### config.mk
export PLATFORM = sky130hd
export DESIGN_NAME = fixed_to_fp16_pipe
export DESIGN_NICKNAME = d
export VERILOG_FILES = /design/src/rtl/fixed_to_fp16_pipe.sv
export SDC_FILE = /design/constraint.sdc
export NUM_CORES = 1
export LEC_CHECK = 0
export ABC_AREA = 0
export CAP_MARGIN = 15
export CORE_ASPECT_RATIO = 1.75
export CORE_MARGIN = 3
export CORE_UTILIZATION = 56
export CTS_BUF_LIST = sky130_fd_sc_hd__clkbuf_4
export DETAILED_ROUTE_END_ITERATION = 7
export HOLD_SLACK_MARGIN = 0.03
export PLACE_DENSITY = 0.81
export SLEW_MARGIN = 30
export SYNTH_ARGS = -nofsm -noshare
export SYNTH_HDL_FRONTEND = slang
export SYNTH_SLANG_ARGS = --single-unit
### constraint.sdc
create_clock -name clk -period 4.92 [get_ports clk]
set_clock_uncertainty 0.15 [all_clocks]
set_input_delay 0.984 -clock clk [delete_from_list [all_inputs] [get_ports clk]]
set_output_delay 0.984 -clock clk [all_outputs]
set_load 0.01 [all_outputs]
### src/rtl/fixed_to_fp16_pipe.sv
// Two-stage fixed-point (signed/unsigned, any binary point) to IEEE-754 binary16 converter with valid/ready.
// Define FP16_SAT_EN to saturate overflow to the largest finite value instead of infinity.
module fixed_to_fp16_pipe #(
  parameter int IN_W   = 16,
  parameter int FRAC_W = 0,
  parameter int SIGNED = 0
) (
  input  logic            clk,
  input  logic            rst_n,
  input  logic            in_valid,
  output logic            in_ready,
  input  logic [IN_W-1:0] in_data,
  output logic            out_valid,
  input  logic            out_ready,
  output logic [15:0]     out_data,
  output logic [2:0]      out_flags
);

`ifdef FP16_SAT_EN
  localparam logic [14:0] OVF_MAG = 15'h7BFF;
`else
  localparam logic [14:0] OVF_MAG = 15'h7C00;
`endif

  logic            s1_valid;
  logic            s1_sign;
  logic            s1_zero;
  logic [IN_W-1:0] s1_mag;
  logic [5:0]      s1_pos;
  logic            s2_load;

  logic            in_sign;
  logic [IN_W-1:0] in_mag;
  logic [5:0]      in_pos;

  logic [5:0]        shamt;
  logic [IN_W+9:0]   ext;
  logic [9:0]        mant;
  logic              guard;
  logic              sticky;
  logic              rnd_up;
  logic [10:0]       mant_sum;
  logic signed [7:0] exp_raw;
  logic signed [7:0] exp_rnd;
  logic [15:0]       res_data;
  logic [2:0]        res_flags;

  assign s2_load  = !out_valid || out_ready;
  assign in_ready = !s1_valid || s2_load;

  // Stage 1 front end: sign, magnitude and leading-one position.
  always_comb begin
    in_sign = (SIGNED != 0) ? in_data[IN_W-1] : 1'b0;
    in_mag  = in_sign ? (~in_data + 1'b1) : in_data;
    in_pos  = '0;
    for (int i = 0; i < IN_W; i++) begin
      if (in_mag[i]) in_pos = 6'(i);
    end
  end

  always_ff @(posedge clk or negedge rst_n) begin
    if (!rst_n) begin
      s1_valid <= 1'b0;
      s1_sign  <= 1'b0;
      s1_zero  <= 1'b0;
      s1_mag   <= '0;
      s1_pos   <= '0;
    end else if (in_ready) begin
      s1_valid <= in_valid;
      if (in_valid) begin
        s1_sign <= in_sign;
        s1_zero <= (in_mag == '0);
        s1_mag  <= in_mag;
        s1_pos  <= in_pos;
      end
    end
  end

  // Normalise so the hidden one falls off the top; the 11 padding zeros cover p < 10.
  always_comb begin
    shamt    = 6'(IN_W - 1) - s1_pos;
    ext      = {(IN_W-1)'(s1_mag << shamt), 11'b0};
    mant     = ext[IN_W+9 -: 10];
    guard    = ext[IN_W-1];
    sticky   = |ext[IN_W-2:0];
    rnd_up   = guard & (sticky | mant[0]);
    mant_sum = {1'b0, mant} + 11'(rnd_up);
    exp_raw  = 8'(s1_pos) - 8'(FRAC_W) + 8'sd15;
    exp_rnd  = exp_raw + 8'(mant_sum[10]);

    if (s1_zero) begin
      res_data  = 16'h0000;
      res_flags = 3'b000;
    end else if (exp_rnd >= 8'sd31) begin
      res_data  = {s1_sign, OVF_MAG};
      res_flags = 3'b101;
    end else if (exp_rnd <= 8'sd0) begin
      res_data  = {s1_sign, 15'b0};
      res_flags = 3'b011;
    end else begin
      res_data  = {s1_sign, exp_rnd[4:0], mant_sum[9:0]};
      res_flags = {2'b00, guard | sticky};
    end
  end

  always_ff @(posedge clk or negedge rst_n) begin
    if (!rst_n) begin
      out_valid <= 1'b0;
      out_data  <= 16'h0000;
      out_flags <= 3'b000;
    end else if (s2_load) begin
      out_valid <= s1_valid;
      if (s1_valid) begin
        out_data  <= res_data;
        out_flags <= res_flags;
      end
    end
  end

endmodule

---- Yosys cells after proc, flatten, opt, wreduce, memory -nomap -nowiden ----
Index checks and enable logic that the tools add are counted.
storage, ports and cells
  output and inout bits ................... 21
  input port bits ......................... 20
  flip-flop bits (word level) ............. 44
  word-level logic and storage cells ...... 46
operators by class
  $lt $le $gt $ge ......................... 2
  add/subtract/negate cells ............... 4
  bitwise gates (word level) .............. 3
  mux-type cells .......................... 21
  shifts and indexed selects .............. 1
  reductions and logical operators ........ 8
operators with widths
  kind                                                            number
  2-to-1 mux 6 bit                                                12
  2-to-1 mux 15 bit                                               3
  logical NOT 16 bit                                              1
  left shift 16 x 6 -> 15 bit                                     1
  adder 10 x 1 -> 11 bit                                          1
  adder 7 x 1 -> 8 bit                                            1
  >= comparator 8 x 6 -> 1 bit, second input constant             1
  less-or-equal comparator 8 x 1 -> 1 bit, second input constant  1
  adder 6 x 4 -> 7 bit, second input constant                     1
  2-to-1 mux 2 bit                                                3
  2-to-1 mux 3 bit                                                2
  subtractor 4 x 6 -> 6 bit, first input constant                 1
  AND reduction 2 bit                                             2
  OR reduction 4 bit                                              1
  logical NOT 1 bit                                               2
  logical OR 1 bit                                                2
  bitwise OR 1 bit                                                2
  AND 1 bit                                                       1
  2-to-1 mux 1 bit                                                1

---- Logic depth before layout (Yosys ltp) ----
Gate-level depths: netlist of run 1.
  depth in word-level cells ............... 15
  mapped depth ............................ 18
  gate-level depth less buffers ........... 16

---- Least setup slack after synthesis of run 1 ----
No wires, ideal clock.
  kind .................................... register to register
  from .................................... register s1_pos[1]
  to ...................................... register out_data[4]
  required time ........................... 4.675 ns
  arrival time ............................ 3.180 ns
  cell stages (with the launch flop) ...... 19
  path slack .............................. 1.494 ns
  setup time .............................. 0.095 ns
  period minus slack after synthesis ...... 3.426 ns
  buffers on the path ..................... 3
  cell sequence ........................... dfrtp_1 > buf_6 > buf_12 > mux2i_1 > mux2i_1 > mux2_2 > and2_1 > ha_1 > nand2_1 > a221oi_2 > nand4_1 > ha_1 > ha_1 > nand3_1 > o21ai_0 > nor4b_1 > or2b_2 > buf_6 > o31ai_1
on the way
  longest elaborated chain between the ends .. 11
  elaborated cells between the ends (all ways) .. 13
RTL lines
  item                                     RTL line  RTL
  start: declaration                       29        logic [5:0] s1_pos;
  start signal: assignment                 74        s1_pos <= in_pos;
  subtractor 4 x 6 -> 6 bit                81        shamt = 6'(IN_W - 1) - s1_pos;
  left shift 16 x 6 -> 15 bit              82        ext = {(IN_W-1)'(s1_mag << shamt), 11'b0};
  OR reduction 4 bit                       85        sticky = |ext[IN_W-2:0];
  bitwise OR 1 bit                         86        rnd_up = guard & (sticky | mant[0]);
  AND 1 bit                                86
  adder 10 x 1 -> 11 bit                   87        mant_sum = {1'b0, mant} + 11'(rnd_up);
  adder 7 x 1 -> 8 bit                     89        exp_rnd = exp_raw + 8'(mant_sum[10]);
  less-or-equal comparator 8 x 1 -> 1 bit  97        end else if (exp_rnd <= 8'sd0) begin
  2-to-1 mux 15 bit                        97
  2-to-1 mux 15 bit *                      94        end else if (exp_rnd >= 8'sd31) begin
  2-to-1 mux 15 bit *                      91        if (s1_zero) begin
  end signal: assignment                   114       out_data <= res_data;
  end: declaration                         15        output logic [15:0] out_data,
Every way passes the cells marked *; elsewhere a longest branch is shown, timed or not.
A chain may end at the register's enable or synchronous reset.

---- Worst setup path after layout of run 1 ----
  from .................................... register s1_pos[0]
  to ...................................... register out_flags[0]
on the way
  longest elaborated chain between the ends .. 11
  elaborated cells between the ends (all ways) .. 14
RTL lines
  item                                     RTL line  RTL
  subtractor 4 x 6 -> 6 bit                81
  left shift 16 x 6 -> 15 bit              82
  OR reduction 4 bit                       85
  bitwise OR 1 bit                         86
  AND 1 bit                                86
  adder 10 x 1 -> 11 bit                   87
  adder 7 x 1 -> 8 bit                     89
  less-or-equal comparator 8 x 1 -> 1 bit  97
  2-to-1 mux 2 bit                         97
  2-to-1 mux 3 bit *                       94
  2-to-1 mux 3 bit *                       91
  end signal: assignment                   115       out_flags <= res_flags;
  end: declaration                         16        output logic [2:0] out_flags
Marks and branches as above.

==> out/qor.yml, run 1 <==
outcome:
  status: "complete, no violations"
place:
  pre_cts_ws_ns: 0.7757
  placed_cell_area_mm2: 0.003003
  portBuffers: 39
  dpl.hpwl_mm: 4.387
  place_congestion: 0.8850
finish:
  nets: 317
  drive_gt1_share_pct: 15.59
  nFillCells: 380
  antenna-diode-count: 0
  areaGrowthSynthToFinish_pct: 13.50
  fin_area_mm2: 0.003083
cts:
  cts_max_level: 2
  clk_pin_slew_worst_paths_ns: 0.12
  root_buffer: "clkbuf_4"
  clk_latency_ns: 0.34
  cts.repair.resized: 0
  cts_tree: "yes"
  postCtsHoldBufs: 0
  postCtsSetupRepairBufs: 0
  clock-sinks: 40
  clock_path_buffers: 2
  cts_buffers: 5
die:
  core_area_mm2: 0.004524
  die_w_um: 58.65
  die_y_um: 98.13
  core.rowCount: 32
  dieArea_mm2: 0.005755
  start_util_pct: 60.04
  ioPinCount: 41
synthesis:
  netlist_instances: 263
  yosys_warnings: 0
  synth_area_leader_cell: "dfrtp_1"
  synth_cell_type_count: 61
  synth-edff-count: 0
  synth.most_common_cell: "dfrtp_1"
  synthTopCellsByArea: "dfrtp_1 (37%), mux2_2 (7.0%), mux2i_1 (5.5%)"
  synthTopCellsByCount: "dfrtp_1 (40), nand2_1 (36), mux2_2 (17)"
  async_flop_share_pct: 100.0
  yosys_register_bits: 40
  synth_top_area_share_pct: 36.85
  synth-seq-area-share_pct: 36.85
  syn_nets: 286
  synth-main-ff-cell: "dfrtp_1"
  postSynthAreaPerCell_um2: 10.33
  netlist_area_mm2: 0.002716
sta:
  worst_pin_slew_ns: 0.7385
  min_period_ns: 4.209
  rsz0062_at_grt: "no"
  hold_ws_ns: 0.3382
  setup_violations: 0
  final_hold_viol_count: 0
  maxSlewViolCount: 0
  slew_headroom_pct: 50.65
  max_freq_mhz: 237.6
  fin_setup_tns_ns: 0
  timing.final.ws_setup_ns: 0.7113
  period_share_pct: 85.54
setup_path:
  r2r_slack_ns: 0.71
  critPathSlowestCell: "dfrtp_1"
  end_kind: "flop"
  crit_fanout: 19
  reg2reg_depth: 15
  required_ns: 5.06
  path_class: "flop to flop"
  cp.arrival_ns: 4.35
  path_cells: "inv_2 > mux2i_2 > a21oi_1 > nor2_1 > ha_1 > nand2_1 > a221oi_2 > nand4_1 > ha_1 > ha_1 > o21ai_0 > nor4b_1 > a31oi_1 > a211oi_1 > a21o_1"
  slowest_delay_ns: 0.84
  crit_path_frequent_cell: "ha_1"
  startpoint_type: "flop"
drt:
  viasPerCell: 6.069
  firstDrtPassIters: 4
  vias: 2100
  ant_nets: 0
  wire_per_inst_um: 16.55
  wirelength_mm: 5.728
  drcViolationCount: 0
  drtIter0Drc: 51
power:
  p_total_w: 0.001117
  vdd_ir_drop_max_v: 0.0003401
  p_leak_nw: 1.324
  power.density_mw_per_mm2: 362.5
global_route:
  grt_pass1_wl_mm: 9.666
  gr-total-overflow: 0
  grt_max_degree: 41
  antenna_found_initial: 0
  grt_usage_pct: 21.49
  grt_pass1_vias: 2066
worst_hold_path:
  min_path_cells: 2
  worstHoldPathType: "flop to flop"
job:
  cap_violations: 0
## through the flow
stage / utilization [%] / cells
after floorplan: - / 263
after global placement: 66.37 / 338
after detailed placement: 66.37 / 338
after CTS: 68.03 / 346
after global routing: 68.14 / 346
final: 68.14 / 346
## final timing paths
check / from / to
worst min register to register: out_data[11] / out_data[11]
max in group asynchronous: rst_n / s1_mag[5]
min in group asynchronous: rst_n / out_data[13]
worst min-delay path: out_data[11] / out_data[11]
worst max-delay path: s1_pos[0] / out_flags[0]
worst max register to register: s1_pos[0] / out_flags[0]
## registers in the layout (all words and copies together) (netlist names)
name,count
out_data,15
s1_mag,15
s1_pos,4
out_flags,3
out_valid,1
s1_valid,1
s1_zero,1
## report_power, final
group | internal (W) | total (W) | leakage [nW] | switching, W
registers | 0.000392 | 0.000458 | 0.476 | 0.0000661
clock network | 0.000104 | 0.000211 | 0.0403 | 0.000107
logic | 0.000240 | 0.000448 | 0.807 | 0.000207
total | 0.000737 | 0.00112 | 1.32 | 0.000381
## per-layer routing
layer  track usage (%)  vias up  wire length [um]
met4             9.948        0               204
met1             24.04     1001              2204
met3             3.571       13               206
met5                 0        -                 0
met2             38.24       63              3113
li1                  -     1023                 -
## worst max-delay path, delay by kind of cell (launching register included)
| kind | cells | cell delay (ns) |
|---|---|---|
| flip-flops | 1 | 0.84 |
| AO/OA/AOI/OAI | 6 | 1.09 |
| AND/OR/NAND/NOR | 4 | 0.88 |
| buffers and inverters | 1 | 0.22 |
| multiplexers | 1 | 0.33 |
| adder cells (fa/ha/maj) | 3 | 0.65 |
## final cells by class
class                      instances  area, um2  share of cell area, %
multi-input combinational        200       1521                  49.35
sequential                        40       1001                  32.47
timing repair buffer              40      395.4                  12.82
tap                               51      63.81                  2.070
clock buffer                       5      37.54                  1.218
clock inverter                     3      37.54                  1.218
inverter                           7      26.28                 0.8523
## cells by family (layout without fill, tap and decap cells)
logic type | Yosys count | count (layout) | share of synthesized area (%)
buf+inv | 23 | 55 | 7.232
xor+xnor | 9 | 9 | 2.902
mux | 40 | 40 | 19.02
flops | 40 | 40 | 36.85
simple gates | 87 | 87 | 16.81
fa+ha+maj | 3 | 3 | 1.382
other cells | 1 | 1 | 0.1381
compound gates | 60 | 60 | 15.66
## placed cells by master, fill, tap and decap left out, drive strengths merged, types with 4 or more instances in the layout
| cell | Yosys | final |
|---|---|---|
| clkbuf | 9 | 5 |
| dfrtp | 40 | 40 |
| inv | 7 | 7 |
| mux2 | 18 | 18 |
| o31ai | 8 | 8 |
| nand2 | 36 | 36 |
| a21oi | 10 | 10 |
| clkdlybuf4s50 | 0 | 38 |
| mux4 | 6 | 6 |
| mux2i | 16 | 16 |
| nor3 | 7 | 7 |
| xnor2 | 6 | 6 |
| nand2b | 4 | 4 |
| nor2 | 13 | 13 |
| and2 | 4 | 4 |
| o21ai | 16 | 16 |
Power figures use the tool's default switching activity.
==> run 2, diff against run 1 <==
CORE_UTILIZATION = 54   (was 56)
CTS_BUF_LIST = unset   (was sky130_fd_sc_hd__clkbuf_4)
PLACE_DENSITY = 0.79   (was 0.81)
==> run 2 against run 1 <==
Compared with the run above: register-to-register slack improved by 0.04 ns; largest power group is now combinational cells; worst hold slack got worse by 0.014 ns; routed wire length fell by 0.23%; global-route usage fell by 0.12 points; utilization fell by 3.6 points; worst setup slack improved by 0.042 ns; clock power fell by 4%; sequential share of layout area fell by 0.092 points; critical endpoint unchanged; largest cell class unchanged.
==> out/qor.yml, run 2 (synthesis gave the netlist of run 1 again) <==
outcome:
  status: "complete, no violations"
power:
  p_leak_nw: 1.328
  power.switching_w: 0.0003757
  p_comb_share_pct: 41.1
  power.density_mw_per_mm2: 357.8
  p_clk_share_pct: 18.2
  p_seq_share_pct: 40.7
  vdd_ir_drop_max_v: 0.0003121
  intPower_w: 0.0007307
  switching_share_pct: 33.96
cts:
  clk_latency_ns: 0.29
  clock-sinks: 40
  clock_path_buffers: 2
  cts.repair.resized: 0
  postCtsHoldBufs: 0
  cts_tree: "yes"
  cts_max_level: 2
  root_buffer: "clkbuf_8"
  postCtsSetupRepairBufs: 0
  clk_pin_slew_worst_paths_ns: 0.07
  cts_buffers: 5
setup_path:
  required_ns: 5.00
  path_class: "flop to flop"
  reg2reg_depth: 16
  crit_fanout: 17
  reg2reg_to: "out_flags[0]"
  cp.arrival_ns: 4.25
  startpoint_type: "flop"
  r2r_slack_ns: 0.75
  end_kind: "flop"
  crit_end: "out_flags[0]"
  startpoint: "s1_pos[1]"
  reg2reg_from: "s1_pos[1]"
place:
  pre_cts_ws_ns: 0.7975
  place_congestion: 0.9312
  portBuffers: 39
  dpl.hpwl_mm: 4.429
die:
  die_w_um: 59.62
  die_y_um: 99.83
  start_util_pct: 56.71
  dieArea_mm2: 0.005951
  ioPinCount: 41
  core.rowCount: 33
  core_area_mm2: 0.004790
drt:
  wirelength_mm: 5.715
  drtIter0Drc: 60
  viasPerCell: 6.138
  vias: 2130
  wire_per_inst_um: 16.47
  ant_nets: 0
  firstDrtPassIters: 4
  drcViolationCount: 0
global_route:
  gr-total-overflow: 0
  grt_pass1_vias: 2141
  grt_usage_pct: 21.37
  antenna_found_initial: 0
  grt_pass1_wl_mm: 9.818
  grt_max_degree: 41
sta:
  timing.final.ws_setup_ns: 0.7536
  slew_headroom_pct: 42.39
  period_share_pct: 84.68
  fin_setup_tns_ns: 0
  setup_violations: 0
  worst_pin_slew_ns: 0.8641
  maxSlewViolCount: 0
  min_period_ns: 4.166
  rsz0062_at_grt: "no"
  final_hold_viol_count: 0
  max_freq_mhz: 240.0
job:
  cap_violations: 0
finish:
  mostFrequentLayoutCell: "dfrtp_1"
  areaGrowthSynthToFinish_pct: 13.82
  multi_input_comb_area_mm2: 0.001521
  nFillCells: 444
  register_area_mm2: 0.001001
  nets: 318
  layout_common_cells: "dfrtp_1 (40), clkdlybuf4s50_1 (38), nand2_1 (35), mux2_2 (17), mux2i_1 (15)"
  drive_gt1_share_pct: 15.93
  reg.largest.list: "out_data x15, s1_mag x15, s1_pos x4"
  antenna-diode-count: 0
worst_hold_path:
  worstHoldPathType: "flop to flop"
run 2: layout make-up:
cell class | count | area share (%)
multi-input combinational | 200 | 49.21
sequential | 40 | 32.38
timing repair buffer | 41 | 12.95
clock buffer | 6 | 2.347
tap | 52 | 2.104
inverter | 7 | 0.8499
clock inverter | 1 | 0.1619
run 2: stage by stage:
stage,utilization (%),hold slack [ns],area [um2],total power [W],std cells
floorplan,-,0.3072,2716,0.0007567,263
global placement,62.88,0.3092,3012,0.0009013,340
detailed placement,62.88,0.3148,3012,0.0009126,340
CTS,64.50,0.3314,3089,0.001116,347
global route,64.55,0.3531,3092,0.001179,347
finish,64.55,0.3244,3092,0.001106,347
run 2: power by group through the flow:
stage	combinational (W)	sequential, W	clock [W]
after floorplan	0.000299	0.000458	0
after global placement	0.000448	0.000454	0
after detailed placement	0.000455	0.000457	0
after CTS	0.000458	0.000451	0.000208
after global routing	0.000501	0.000460	0.000217
final	0.000455	0.000450	0.000202
run 2: how the worst min path moves through the flow:
stage,start,endpoint,slack (ns),depth (start not counted)
floorplan,s1_valid,out_valid,0.31,1
global placement,out_data[14],out_data[14],0.31,2
detailed placement,out_data[11],out_data[11],0.31,2
CTS,out_data[11],out_data[11],0.33,2
global route,out_flags[0],out_flags[0],0.35,1
finish,out_data[11],out_data[11],0.32,2
run 2: worst max-delay path, stage by stage, from the launching register on:
cell and delay [ns]:
dfrtp_1 0.80, mux2_4 0.37, a22o_1 0.25, mux2_2 0.29, and2_1 0.17, ha_1 0.22, nand2_1 0.10, a221oi_2 0.06
nand4_1 0.15, ha_1 0.17, ha_1 0.22, nand3_1 0.10, o21ai_0 0.11, nor4b_1 0.46, a31oi_1 0.09, a211oi_1 0.29
a21o_1 0.11
run 2: per-layer routing:
layer	up-vias	part of all wire (%)	global-route usage, %
met5	-	0	0
met4	0	3.1	9.898
met3	13	3.9	3.089
met2	59	57	40.44
met1	1028	36	21.82
li1	1030	-	-
